==> src/rtl/fetch_pc_unit_pkg.sv <==
// Shared definitions for the IF-stage program-counter unit:
// datapath width, reset vector, fetch states and the alignment helper.
package fetch_pc_unit_pkg;

   localparam int XLEN = 32;

   // Default PC loaded on reset
   localparam logic [XLEN-1:0] RESET_PC_DEFAULT = 32'h0000_0000;

   // Instructions are word aligned: the two LSBs of a fetch address are zero
   localparam int ALIGN_BITS = 2;

   // Fetch sequencer states (plain constants so legacy code can compare them)
   typedef logic [1:0] fetch_state_t;
   localparam fetch_state_t S_BOOT  = 2'd0;
   localparam fetch_state_t S_RUN   = 2'd1;
   localparam fetch_state_t S_FLUSH = 2'd2;

   // Clear the alignment bits of an address
   function automatic logic [XLEN-1:0] align_pc(input logic [XLEN-1:0] addr);
      return {addr[XLEN-1:ALIGN_BITS], {ALIGN_BITS{1'b0}}};
   endfunction

endpackage

==> src/rtl/fetch_pc_unit_flush_counter.sv <==
// Loadable down-counter used to time a pipeline flush window.
// active = count non-zero, last = count is one (final decrement pending).
module flush_counter #(
   parameter int WIDTH = 2
) (
   input  logic             CLK,
   input  logic             RESET,
   input  logic             load,
   input  logic [WIDTH-1:0] load_value,
   output logic             active,
   output logic             last
);

   logic [WIDTH-1:0] cnt;

   // Load on request, otherwise count down to zero and stay there
   always_ff @(posedge CLK) begin
      // NOTE: sequential state uses non-blocking assignments so every register samples pre-edge values.
      if (RESET)
         cnt <= '0;
      else if (load)
         cnt <= load_value;
      else if (cnt != '0)
         cnt <= cnt - WIDTH'(1);
   end

   assign active = (cnt != '0);
   assign last   = (cnt == WIDTH'(1));

endmodule

==> src/rtl/fetch_pc_unit.sv <==
// IF-stage program counter: sequences imem fetches, applies branch/jump
// redirects (force-aligned) and drives the IF/ID + ID/EX flush window.
module fetch_pc_unit
   import fetch_pc_unit_pkg::*;
#(
   parameter logic [XLEN-1:0] RESET_PC     = RESET_PC_DEFAULT,
   parameter int              FLUSH_CYCLES = 2
) (
   input  logic            CLK,
   input  logic            RESET,
   input  logic            redirect_i,
   input  logic [XLEN-1:0] redirect_target_i,
   input  logic            stall_i,
   input  logic            imem_ready_i,
   output logic            imem_req_o,
   output logic [XLEN-1:0] imem_addr_o,
   output logic [XLEN-1:0] pc_o,
   output logic [XLEN-1:0] pc_plus4_o,
   output logic            fetch_valid_o,
   output logic            flush_o,
   output logic            misaligned_o
);

   localparam int CW = $clog2(FLUSH_CYCLES) + 1;

   fetch_state_t    state;
   logic [XLEN-1:0] pc;
   logic            running;
   logic            redirect_taken;
   logic            accept;
   logic            flush_active;
   logic            flush_last;

   // Redirects are only honoured once fetching has started (ignored in BOOT)
   assign running        = (state == S_RUN) || (state == S_FLUSH);
   assign redirect_taken = redirect_i && running;
   // Redirect outranks stall, stall outranks imem_ready
   assign accept         = running && imem_ready_i && !stall_i && !redirect_i;

   flush_counter #(
      .WIDTH      (CW)
   ) u_flush_counter (
      .CLK        (CLK),
      .RESET      (RESET),
      .load       (redirect_taken),
      .load_value (CW'(FLUSH_CYCLES - 1)),
      .active     (flush_active),
      .last       (flush_last)
   );

   // PC, fetch state and the registered misaligned-target pulse
   always_ff @(posedge CLK) begin
      if (RESET) begin
         pc           <= RESET_PC;
         state        <= S_BOOT;
         misaligned_o <= 1'b0;
      end else begin
         misaligned_o <= redirect_taken && (redirect_target_i[ALIGN_BITS-1:0] != '0);
         case (state)
            S_BOOT: state <= S_RUN;
            S_RUN, S_FLUSH: begin
               if (redirect_taken) begin
                  pc    <= align_pc(redirect_target_i);
                  state <= (FLUSH_CYCLES > 1) ? S_FLUSH : S_RUN;
               end else begin
                  // An advance during FLUSH still happens; its instruction is just not marked valid
                  if (accept)
                     pc <= pc + XLEN'(4);
                  if (state == S_FLUSH && flush_last)
                     state <= S_RUN;
               end
            end
            default: state <= S_BOOT;
         endcase
      end
   end

   assign pc_o          = pc;
   assign imem_addr_o   = pc;
   assign pc_plus4_o    = pc + XLEN'(4);
   assign imem_req_o    = running;
   assign fetch_valid_o = accept && (state == S_RUN);
   // Counter is non-zero exactly while in FLUSH; the redirect cycle itself flushes combinationally
   assign flush_o       = redirect_taken || flush_active;

endmodule
==> config.mk <==
export PLATFORM = sky130hd
export DESIGN_NAME = fetch_pc_unit
export DESIGN_NICKNAME = d
export VERILOG_FILES = /design/src/rtl/fetch_pc_unit_pkg.sv /design/src/rtl/fetch_pc_unit_flush_counter.sv /design/src/rtl/fetch_pc_unit.sv
export SDC_FILE = /design/constraint.sdc
export NUM_CORES = 1
export LEC_CHECK = 0
export ABC_AREA = 1
export BUFFER_PORTS_ARGS = -buffer_cell sky130_fd_sc_hd__buf_4
export CELL_PAD_IN_SITES_DETAIL_PLACEMENT = 0
export CELL_PAD_IN_SITES_GLOBAL_PLACEMENT = 1
export CORE_AREA = 5 5 99 101
export DETAILED_ROUTE_END_ITERATION = 8
export DIE_AREA = 0 0 104 106
export PLACE_DENSITY = 0.93
export SLEW_MARGIN = 20
export SYNTH_ARGS = -nofsm -noshare
export SYNTH_HDL_FRONTEND = slang
export SYNTH_SLANG_ARGS = --single-unit
==> constraint.sdc <==
create_clock -name CLK -period 4.2 [get_ports CLK]
set_input_delay 0.84 -clock CLK [delete_from_list [all_inputs] [get_ports CLK]]
set_output_delay 0.84 -clock CLK [all_outputs]
set_load 0.005 [all_outputs]
==> reports/summary.txt, run 1 <==
Post-CTS Hold Buffers -> 0
Synthesized area per cell -> 6.32 sq um
Final min period -> 2780 ps
Final GP Congestion -> 0.871
Detail Route Antenna Nets -> 0
First-pass GRT wire length -> 14.3 mm
Final Hold Viols -> 0
Post-synthesis mux area share -> 0
F_max -> 0.359 GHz
Post_cts resized -> 0
Total negative setup slack -> 0 ps
CTS buffer count -> 5
Max-slew headroom -> 0.378
PwrDens -> 350 nW/um^2
Max clock buf depth -> 2
Vias/cell -> 4.56
DP Area -> 3630 sq um
Final wirelength -> 8.85 mm
Post-DR wirelength/cell -> 13.5 microns
Worst Skew -> 3.19 ps
Clock Tree Root -> clkbuf_8
Layout area overhead -> 32.5%
Slew @ Worst Pin -> 932 ps
Synth area leader -> dfxtp_1
Outcome -> finished clean
Setup violators final -> 0
Post-Synth XOR/XNOR Area -> 0.0685
Total Nets Final -> 585
Simple-gate share of the synthesized area -> 0.371
Count of different cell masters after synthesis -> 27
Post-route cell area -> 3730 sq um
DRC -> 0
Storage element area -> 701 sq um
Multi-input logic area -> 1620 sq um
DR pass1 iterations -> 6
Vias -> 2977
Cells after Synth -> 445
GRT Overall Usage -> 0.154
Yosys warning total -> 0
Gr ovfl total -> 0
Crit share post-route -> 0.663
CTS tree -> yes
Sequential element share of the synthesized area -> 0.249
DP HPWL -> 6.99 mm
Clock transition at path regs -> 80 ps
Startpoint Class -> register
Hold Path Class -> register to register
Leak -> 0.00172 uW
Post CTS Setup Buffer Count -> 0
Slew Limit Fails -> 0
PortBufs -> 130
Core Box Area -> 8930 sq um
Antenna violations before repair -> 0
Die height -> 106 microns
Number of global-route vias before repair -> 2926
Largest cells by area after synthesis -> dfxtp_1, nand2_1, buf_4
CP endpoint kind -> primary output
Ant. Diodes -> 0
Die area -> 11000 sq um
Unrepaired setup endpoints after global routing -> false
H-tree depth -> 2
VDD IR max -> 290 uV
Crit path max fanout -> 5
Initial core utilization -> 0.315
Largest family of logic cells by synthesized area -> simple AND/OR/NAND/NOR gates
Layout cell share with drive strength beyond 1 -> 0.301
FF+latch count, synth -> 35
Area fraction in compound gates after synthesis -> 0.0960
FP Rows -> 35
Die width -> 104 microns
Maxcap violations -> 0
I/O pin cnt -> 137
Clock Sinks -> 35
Clock Latency Late Sink -> 280 ps
Critical Path AT -> 1940 ps
Pin count of the biggest net entering global routing -> 32
Crit path required time -> 3360 ps
Synth top area share -> 0.249
Synth Area in Adders -> 0.0311
Fillcell total -> 968
Setup CP Type -> register to primary output
Initial DRC count -> 91
Synth Cell Area -> 2810 sq um
==> where the power goes <==
part           switching (uW)  internal (uW)
Clock                     131            150
Sequential               85.1            387
Combinational             275            276
==> through the flow <==
step	total power [uW]	util	instances	setup WS (ps)	hold slack [ps]
6_report	1300	0.417	653	1420	558
5_1_grt	1410	0.417	653	1280	604
4_1_cts	1320	0.417	653	1380	555
3_5_place_dp	1040	0.406	645	1710	543
3_3_place_gp	1020	0.406	645	1740	517
2_1_floorplan	787	-	450	2020	503
==> area by class of cell <==
| type | count | area share |
|---|---|---|
| Tap cell | 111 | 0.0372 |
| Clock buffer | 8 | 0.0268 |
| Inverter | 52 | 0.0523 |
| Timing Repair Buffer | 130 | 0.262 |
| Sequential cell | 35 | 0.188 |
| Multi-Input combinational cell | 317 | 0.434 |
==> state kept, by name, indices dropped and copies added, names as in the netlist <==
register and cells:
imem_addr_o 30, state 2, u_flush_counter.cnt 2, misaligned_o 1
==> cell usage after synthesis <==
cell type and count:
nor2_1 35, clkbuf_1 3, nand2_2 4, and3_1 1, nand4_1 1, buf_2 6, xor2_1 5, o31ai_1 1
o221ai_1 1, o21ai_0 16, and2_1 5, a21oi_1 23, xnor2_1 4, conb_1 1, ha_1 7, nor2_4 11
a2111oi_0 1, nor2_2 2, dfxtp_1 35, nand3_1 17, nand2_4 2, xor2_2 7, clkinv_1 1, buf_4 37
a31oi_1 8, nand2_1 160, inv_1 51
==> placed cells by master (no fill, tap or decap) <==
master,count
a2111oi_0,1
inv_1,51
and2_1,5
nor2_2,2
and3_1,1
clkbuf_8,7
nand2_1,160
xor2_2,7
conb_1,6
clkinv_1,1
nand2_2,4
a21oi_1,23
ha_1,7
buf_4,130
o31ai_1,1
xor2_1,5
o21ai_0,16
nand2_4,2
clkbuf_1,1
xnor2_1,4
dfxtp_1,35
nand4_1,1
nand3_1,17
a31oi_1,8
nor2_4,11
o221ai_1,1
nor2_1,35
==> path summary, 6_finish.rpt <==
path	cells past startpoint	slack (ps)	endpoint	startpoint
worst max-delay path	8	1420	pc_plus4_o[22]	imem_addr_o[3]
worst min-delay path	2	560	state[1]	state[1]
worst max register to register	11	1840	imem_addr_o[12]	state[0]
worst min register to register	2	560	state[1]	state[1]
==> critical path, stage by stage, from the launching register on <==
cell     delay, ps
dfxtp_1        430
ha_1           250
nand2_1        110
nor2_4         140
nand2_4        110
nor2_4         200
nand3_1        120
and2_1         180
buf_4          130
==> cells by family (layout without fill, tap and decap cells) <==
group | Yosys count | in the layout
AOI/OAI and AO/OA | 50 | 50
xor gates and xnor gates | 16 | 16
adders and majority gates | 7 | 7
buffers and inverters | 98 | 190
DFF | 35 | 35
other | 1 | 6
and+or+nand+nor | 238 | 238
==> layer usage <==
layer	routed length, microns	vias up	share of wire	track usage
li1	-	1509	-	-
met1	3660	1349	0.41	0.186
met2	4440	111	0.50	0.276
met3	655	8	0.074	0.0370
met4	93	0	0.011	0.0342
met5	0	-	0	0
No activity file was read; power rests on OpenSTA's default activity.
==> run 2, diff against run 1 <==
Settings changed: CORE_AREA 5 5 99 101 to 5 5 102 104, DIE_AREA 0 0 104 106 to 0 0 107 109, PLACE_DENSITY 0.93 to 0.89.
Clock period 4.2 ns to 2.9 ns, I/O delays scaled along.
==> run 2 against run 1 <==
- setup slack worse by 990 ps
- wire length is 1.0% higher
- non-clock buffer count is 3 higher
- sequential share of layout area is 0.069 points lower
- clock power is 33% higher
- critical path type unchanged
- clock-buffer cell count is 2 lower
- register-to-register slack worse by 1200 ps
- die area is 5.8% higher
- largest cell class unchanged
- cell area is 0.37% higher
- first-iteration DRC count is 21% lower
- hold slack worse by 51 ps
- largest power group unchanged
- power is 43% higher
==> reports/summary.txt, run 2 (synthesized netlist as in run 1, its figures left out) <==
Multi-input logic area -> 1620 sq um (unchanged)
Max clock buf depth -> 2 (unchanged)
Layout area overhead -> 33.0%
Leak -> 0.00173 uW (+0.66%)
CTS tree -> yes
Psw -> 714 uW (+45%)
Layout cell share with drive strength beyond 1 -> 0.305 (+0.00441)
Initial core utilization -> 0.297 (-0.0175)
Antenna violations before repair -> 0 (unchanged)
First-pass GRT wire length -> 14.2 mm (-0.48%)
Die height -> 109 microns (+2.8%)
Switching Fraction -> 0.382 (+0.00521)
R2R Path End -> imem_addr_o[24]
Crit share post-route -> 0.852
Detail Route Antenna Nets -> 0 (unchanged)
Clock Latency Late Sink -> 300 ps (+20 ps)
H-tree depth -> 2 (unchanged)
Storage element area -> 701 sq um (unchanged)
Crit path max fanout -> 5 (unchanged)
Clock Tree Root -> clkbuf_8
DP HPWL -> 7.11 mm (+1.8%)
Post-CTS Hold Buffers -> 0 (unchanged)
Initial DRC count -> 72 (-21%)
FP Rows -> 36 (+2.9%)
FF-to-FF setup slack -> 680 ps (-1160 ps)
CP endpoint kind -> primary output
Fillcell total -> 1037 (+7.1%)
Maxcap violations -> 0 (unchanged)
Pin count of the biggest net entering global routing -> 32 (unchanged)
Post_cts resized -> 0 (unchanged)
Slew Limit Fails -> 0 (unchanged)
Startpoint Class -> register
Clock Sinks -> 35 (unchanged)
Max reg flops -> 30 (unchanged)
Final wirelength -> 8.94 mm (+1.0%)
CTS buffer count -> 5 (unchanged)
Final Hold Viols -> 0 (unchanged)
DR pass1 iterations -> 5 (-1)
GRT Overall Usage -> 0.152 (-0.00218)
Worst Skew -> 10.6 ps (+7.44 ps)
Most frequent cells in the layout -> nand2_1, buf_4, inv_1
Comb pwr share -> 0.433 (+0.011)
CP Capture Point -> pc_plus4_o[22]
Hold Crit Depth -> 3 (+1)
I/O pin cnt -> 137 (unchanged)
Pre-CTS setup slack -> 676 ps (-1040 ps)
Setup CP Type -> register to primary output
Vias/cell -> 4.56 (+0.11%)
Number of global-route vias before repair -> 2981 (+1.9%)
Clock share of power -> 0.200 (-0.016)
Clock transition at path regs -> 80 ps (about the same)
DRC -> 0 (unchanged)
VDD IR max -> 278 uV (-4.1%)
Pint -> 1160 uW (+42%)
Reg2reg path depth -> 9 (-2)
Final min period -> 2470 ps
PortBufs -> 130 (unchanged)
Total Nets Final -> 588 (+0.51%)
Critical Path AT -> 1890 ps (-50 ps)
Die area -> 11700 sq um (+5.8%)
Commonest non-fill, non-tap cell in the layout -> nand2_1
Crit path from -> imem_addr_o[3]
Setup violators final -> 0 (unchanged)
Post-DR wirelength/cell -> 13.6 microns (+0.26%)
Post CTS Setup Buffer Count -> 0 (unchanged)
Seq pwr share -> 0.367 (+0.005)
Die width -> 107 microns (+2.9%)
Slack of the critical path -> 429 ps (-987 ps)
PwrDens -> 500 nW/um^2 (+43%)
Gr ovfl total -> 0 (unchanged)
Total negative setup slack -> 0 ps (unchanged)
F_max -> 0.405 GHz
Worst R2R Start -> state[0]
Final GP Congestion -> 0.835 (-4.1%)
Crit path required time -> 2320 ps (-1040 ps)
Unrepaired setup endpoints after global routing -> false
Vias -> 3003 (+0.87%)
Ant. Diodes -> 0 (unchanged)
Hold Path Class -> input pin to register
Outcome -> finished clean
Core Box Area -> 9460 sq um (+5.9%)
-- run 2: changes by cell type in the layout (fill, tap and decap cells not counted), sizes merged --
cell,previous run,this run
buf,130,133
clkbuf,8,6
clkinv,1,2
-- run 2: layer usage --
layer / vias up / GRT usage / routed length (microns)
li1: 1517 / - / -
met2: 116 / 0.277 / 4410
met1: 1360 / 0.179 / 3740
met3: 10 / 0.0385 / 716
met4: 0 / 0.0329 / 75
met5: - / 0 / 0
-- run 2: layout make-up --
class | count | share of cell area
Clock buffer | 6 | 0.0221
Clock inverter | 1 | 0.00134
Inverter | 52 | 0.0522
Multi-Input combinational cell | 317 | 0.432
Sequential cell | 35 | 0.187
Tap cell | 114 | 0.0381
Timing Repair Buffer | 133 | 0.267
-- run 2: worst max-delay path: stages, from the launching register on --
cell and delay, ps:
dfxtp_1 410, ha_1 240, nand2_1 110, nor2_4 130
nand2_4 100, nor2_4 190, nand3_1 110, and2_1 170
buf_4 130
-- run 2: power by group through the flow --
stage | combinational [uW] | clock (uW) | sequential (uW)
after floorplan | 468 | 0 | 672
after global placement | 811 | 0 | 691
after detailed placement | 821 | 0 | 698
after CTS | 825 | 387 | 688
after global routing | 911 | 407 | 707
final | 810 | 374 | 687
-- run 2: worst min path at each step --
stage | from | end | slack [ps]
2_1_floorplan | imem_addr_o[2] | imem_addr_o[2] | 500
3_3_place_gp | imem_addr_o[2] | imem_addr_o[2] | 510
3_5_place_dp | imem_addr_o[2] | imem_addr_o[2] | 520
4_1_cts | redirect_target_i[0] | misaligned_o | 510
5_1_grt | redirect_target_i[0] | misaligned_o | 540
6_report | redirect_target_i[0] | misaligned_o | 510
-- run 2: through the flow --
stage	instances	total power [uW]	utilization	hold WS (ps)	cell area, sq um
after CTS	658	1900	0.396	508	3740
after global routing	658	2030	0.396	536	3740
after global placement	651	1500	0.386	514	3650
after floorplan	450	1140	-	503	2830
final	658	1870	0.396	506	3740
after detailed placement	651	1520	0.386	523	3650
==> run 3, diff against run 2 <==
Settings changed: CORE_AREA 5 5 102 104 to 5 5 103 105, DIE_AREA 0 0 107 109 to 0 0 108 110, PLACE_DENSITY 0.89 to not set, PLACE_DENSITY_LB_ADDON set to 0.05, SYNTH_HIERARCHICAL set to 1.
==> run 3 against run 2 <==
- clock power up 6.4%
- synthesized cell count up 5.2%
- combinational power up 8.8%
- sequential share of layout area down 0.48 points
- clock-buffer cell count down 1
- global-route usage up 1.5 points
- first-iteration DRC count up 81%
- cell count up 6.5%
- utilization up 0.65 points
- synthesized area up 3.1%
- hold slack worse by 20 ps
- critical path type unchanged
- largest cell class unchanged
- largest power group unchanged
==> reports/summary.txt, run 3 <==
Vias/cell -> 4.42 (-3.3%)
Most frequent cells in the layout -> nand2_1, buf_4, inv_1
Switching Fraction -> 0.411 (+0.0293)
Commonest non-fill, non-tap cell in the layout -> nand2_1
Die width -> 108 microns (+0.93%)
Outcome -> finished clean
Hold path endpoint -> misaligned_o
Post-CTS Hold Buffers -> 0 (unchanged)
Total Nets Final -> 611 (+3.9%)
DP HPWL -> 7.63 mm (+7.3%)
Die area -> 11900 sq um (+1.9%)
GRT Overall Usage -> 0.167 (+0.0152)
Detail Route Antenna Nets -> 0 (unchanged)
Max reg flops -> 30 (unchanged)
I/O pin cnt -> 137 (unchanged)
Synth area leader -> dfxtp_1
Synth Cell Area -> 2900 sq um (+3.1%)
Finished Core Util -> 0.402 (+0.00649)
Pin count of the biggest net entering global routing -> 33 (+3.1%)
FP Rows -> 36 (unchanged)
Clock Tree Root -> clkbuf_8
Startpoint Class -> register
Setup CP Type -> register to primary output
Maxcap violations -> 0 (unchanged)
Psw -> 804 uW (+13%)
CTS buffer count -> 5 (unchanged)
Crit share post-route -> 0.890 (+0.0376)
Synthesized area per cell -> 6.20 sq um (-2.0%)
PortBufs -> 130 (unchanged)
Unrepaired setup endpoints after global routing -> false
Crit path max fanout -> 5 (unchanged)
Ys async rst share -> 0 (unchanged)
Cells after Synth -> 468 (+5.2%)
FF-to-FF setup slack -> 700 ps (+20 ps)
Count of different cell masters after synthesis -> 31 (+15%)
Clock transition at path regs -> 90 ps (about the same)
First-pass GRT wire length -> 15.5 mm (+8.6%)
Post CTS Setup Buffer Count -> 0 (unchanged)
Most common cell in the netlist -> nand2_1
EDFF count, synth -> 0 (unchanged)
Leak -> 0.00188 uW (+8.6%)
Top cells by count, synth -> nand2_1, inv_1, nor2_1
Post-DR wirelength/cell -> 14.0 microns (+3.4%)
Initial DRC count -> 130 (+81%)
Hold_sp -> redirect_target_i[0]
Crit path required time -> 2320 ps (about the same)
Top FF cell, synth -> dfxtp_1
Setup violators final -> 0 (unchanged)
Seq pwr share -> 0.346 (-0.021)
Comb pwr share -> 0.450 (+0.017)
DP Area -> 3750 sq um (+2.5%)
Post-route total power -> 1960 uW (+4.6%)
Post-route cell area -> 3840 sq um (+2.6%)
Hold Crit Depth -> 3 (unchanged)
Worst R2R Start -> state[0]
FF+latch count, synth -> 35 (unchanged)
Final wirelength -> 9.84 mm (+10%)
Worst Skew -> 8.53 ps (-2.10 ps)
DR pass1 iterations -> 4 (-1)
Total negative setup slack -> 0 ps (unchanged)
Gr ovfl total -> 0 (unchanged)
Clock share of power -> 0.204 (+0.004)
Critical Path AT -> 2000 ps (+110 ps)
Final Hold Viols -> 0 (unchanged)
Reg2reg path depth -> 9 (unchanged)
Number of global-route vias before repair -> 2983 (+0.067%)
Hold Path Class -> input pin to register
F_max -> 0.388 GHz (-4.2%)
Final Non-Filler Cells -> 701 (+6.5%)
Antenna violations before repair -> 0 (unchanged)
Layout cell share with drive strength beyond 1 -> 0.299 (-0.00585)
Initial core utilization -> 0.304 (+0.00637)
DRC -> 0 (unchanged)
Final min period -> 2580 ps (+109 ps)
Clock Sinks -> 35 (unchanged)
Final GP Congestion -> 0.821 (-1.7%)
Core Box Area -> 9550 sq um (+0.95%)
H-tree depth -> 2 (unchanged)
PwrDens -> 510 nW/um^2 (+2.0%)
Pint -> 1150 uW (-0.34%)
Placed cells -> 693 (+6.5%)
Slew Limit Fails -> 0 (unchanged)
Sequential element share of the synthesized area -> 0.241 (-0.00752)
Post_cts resized -> 0 (unchanged)
Clock Latency Late Sink -> 300 ps (about the same)
Synth top area share -> 0.241 (-0.00752)
Ant. Diodes -> 0 (unchanged)
Die height -> 110 microns (+0.92%)
Largest cells by area after synthesis -> dfxtp_1, nand2_1, buf_4
CTS tree -> yes
Vias -> 3095 (+3.1%)
Layout area overhead -> 32.3%
CP endpoint kind -> primary output
VDD IR max -> 312 uV (+12%)
R2R Path End -> imem_addr_o[26]
Yosys warning total -> 6 (+6)
Max clock buf depth -> 2 (unchanged)
run 3: how the worst max path moves through the flow:
stage / start / to / slack (ps) / cells after the start
finish: imem_addr_o[3] / pc_plus4_o[28] / 320 / 9
CTS: imem_addr_o[3] / pc_plus4_o[22] / 250 / 8
global placement: imem_addr_o[3] / pc_plus4_o[22] / 630 / 8
floorplan: state[0] / flush_o / 900 / 6
global route: imem_addr_o[3] / pc_plus4_o[22] / 110 / 8
detailed placement: imem_addr_o[3] / pc_plus4_o[22] / 610 / 8
run 3: metrics by stage:
step | setup WS (ps) | hold slack [ps]
2_1_floorplan | 904 | 501
3_3_place_gp | 633 | 511
3_5_place_dp | 609 | 520
4_1_cts | 253 | 477
5_1_grt | 111 | 506
6_report | 320 | 486
run 3: cell type report:
class	instances	area, sq um
fill	1079	5710
multi-input combinational	332	1660
timing repair buffer	132	991
sequential	35	701
inverter	61	229
tap	133	166
clock buffer	5	68.8
clock inverter	3	25.0
run 3: cells by family (layout without fill, tap and decap cells):
family                   count (synthesis)  in the layout  share of synthesized area
AND/OR/NAND/NOR                        251            251                      0.382
buffers and inverters                  107            201                      0.194
AO/OA/AOI/OAI                           54             54                     0.0996
flip-flops                              35             35                      0.241
XOR/XNOR                                12             12                     0.0492
adder cells (fa/ha/maj)                  7              7                     0.0302
other                                    2              8                    0.00259
run 3: power groups by stage:
stage / clock [uW] / sequential (uW) / combinational, uW
3_3_place_gp: 0 / 688 / 887
2_1_floorplan: 0 / 662 / 539
4_1_cts: 415 / 680 / 897
5_1_grt: 431 / 697 / 996
6_report: 398 / 677 / 881
3_5_place_dp: 0 / 692 / 894
run 3: worst max-delay path, stage by stage, from the launching register on:
cell and delay [ps]:
dfxtp_1 440, ha_1 240, nand3_1 240, nor2_2 190, nand2_1 130, inv_1 130
nand2_1 60, nand2_1 60, nand2_1 70, buf_4 140
run 3: layer usage:
| layer | vias to the layer above | GRT usage | part of all wire |
|---|---|---|---|
| met2 | 94 | 0.288 | 0.48 |
| met5 | - | 0 | 0 |
| met4 | 0 | 0.0415 | 0.011 |
| met1 | 1399 | 0.213 | 0.44 |
| met3 | 8 | 0.0338 | 0.068 |
| li1 | 1594 | - | - |
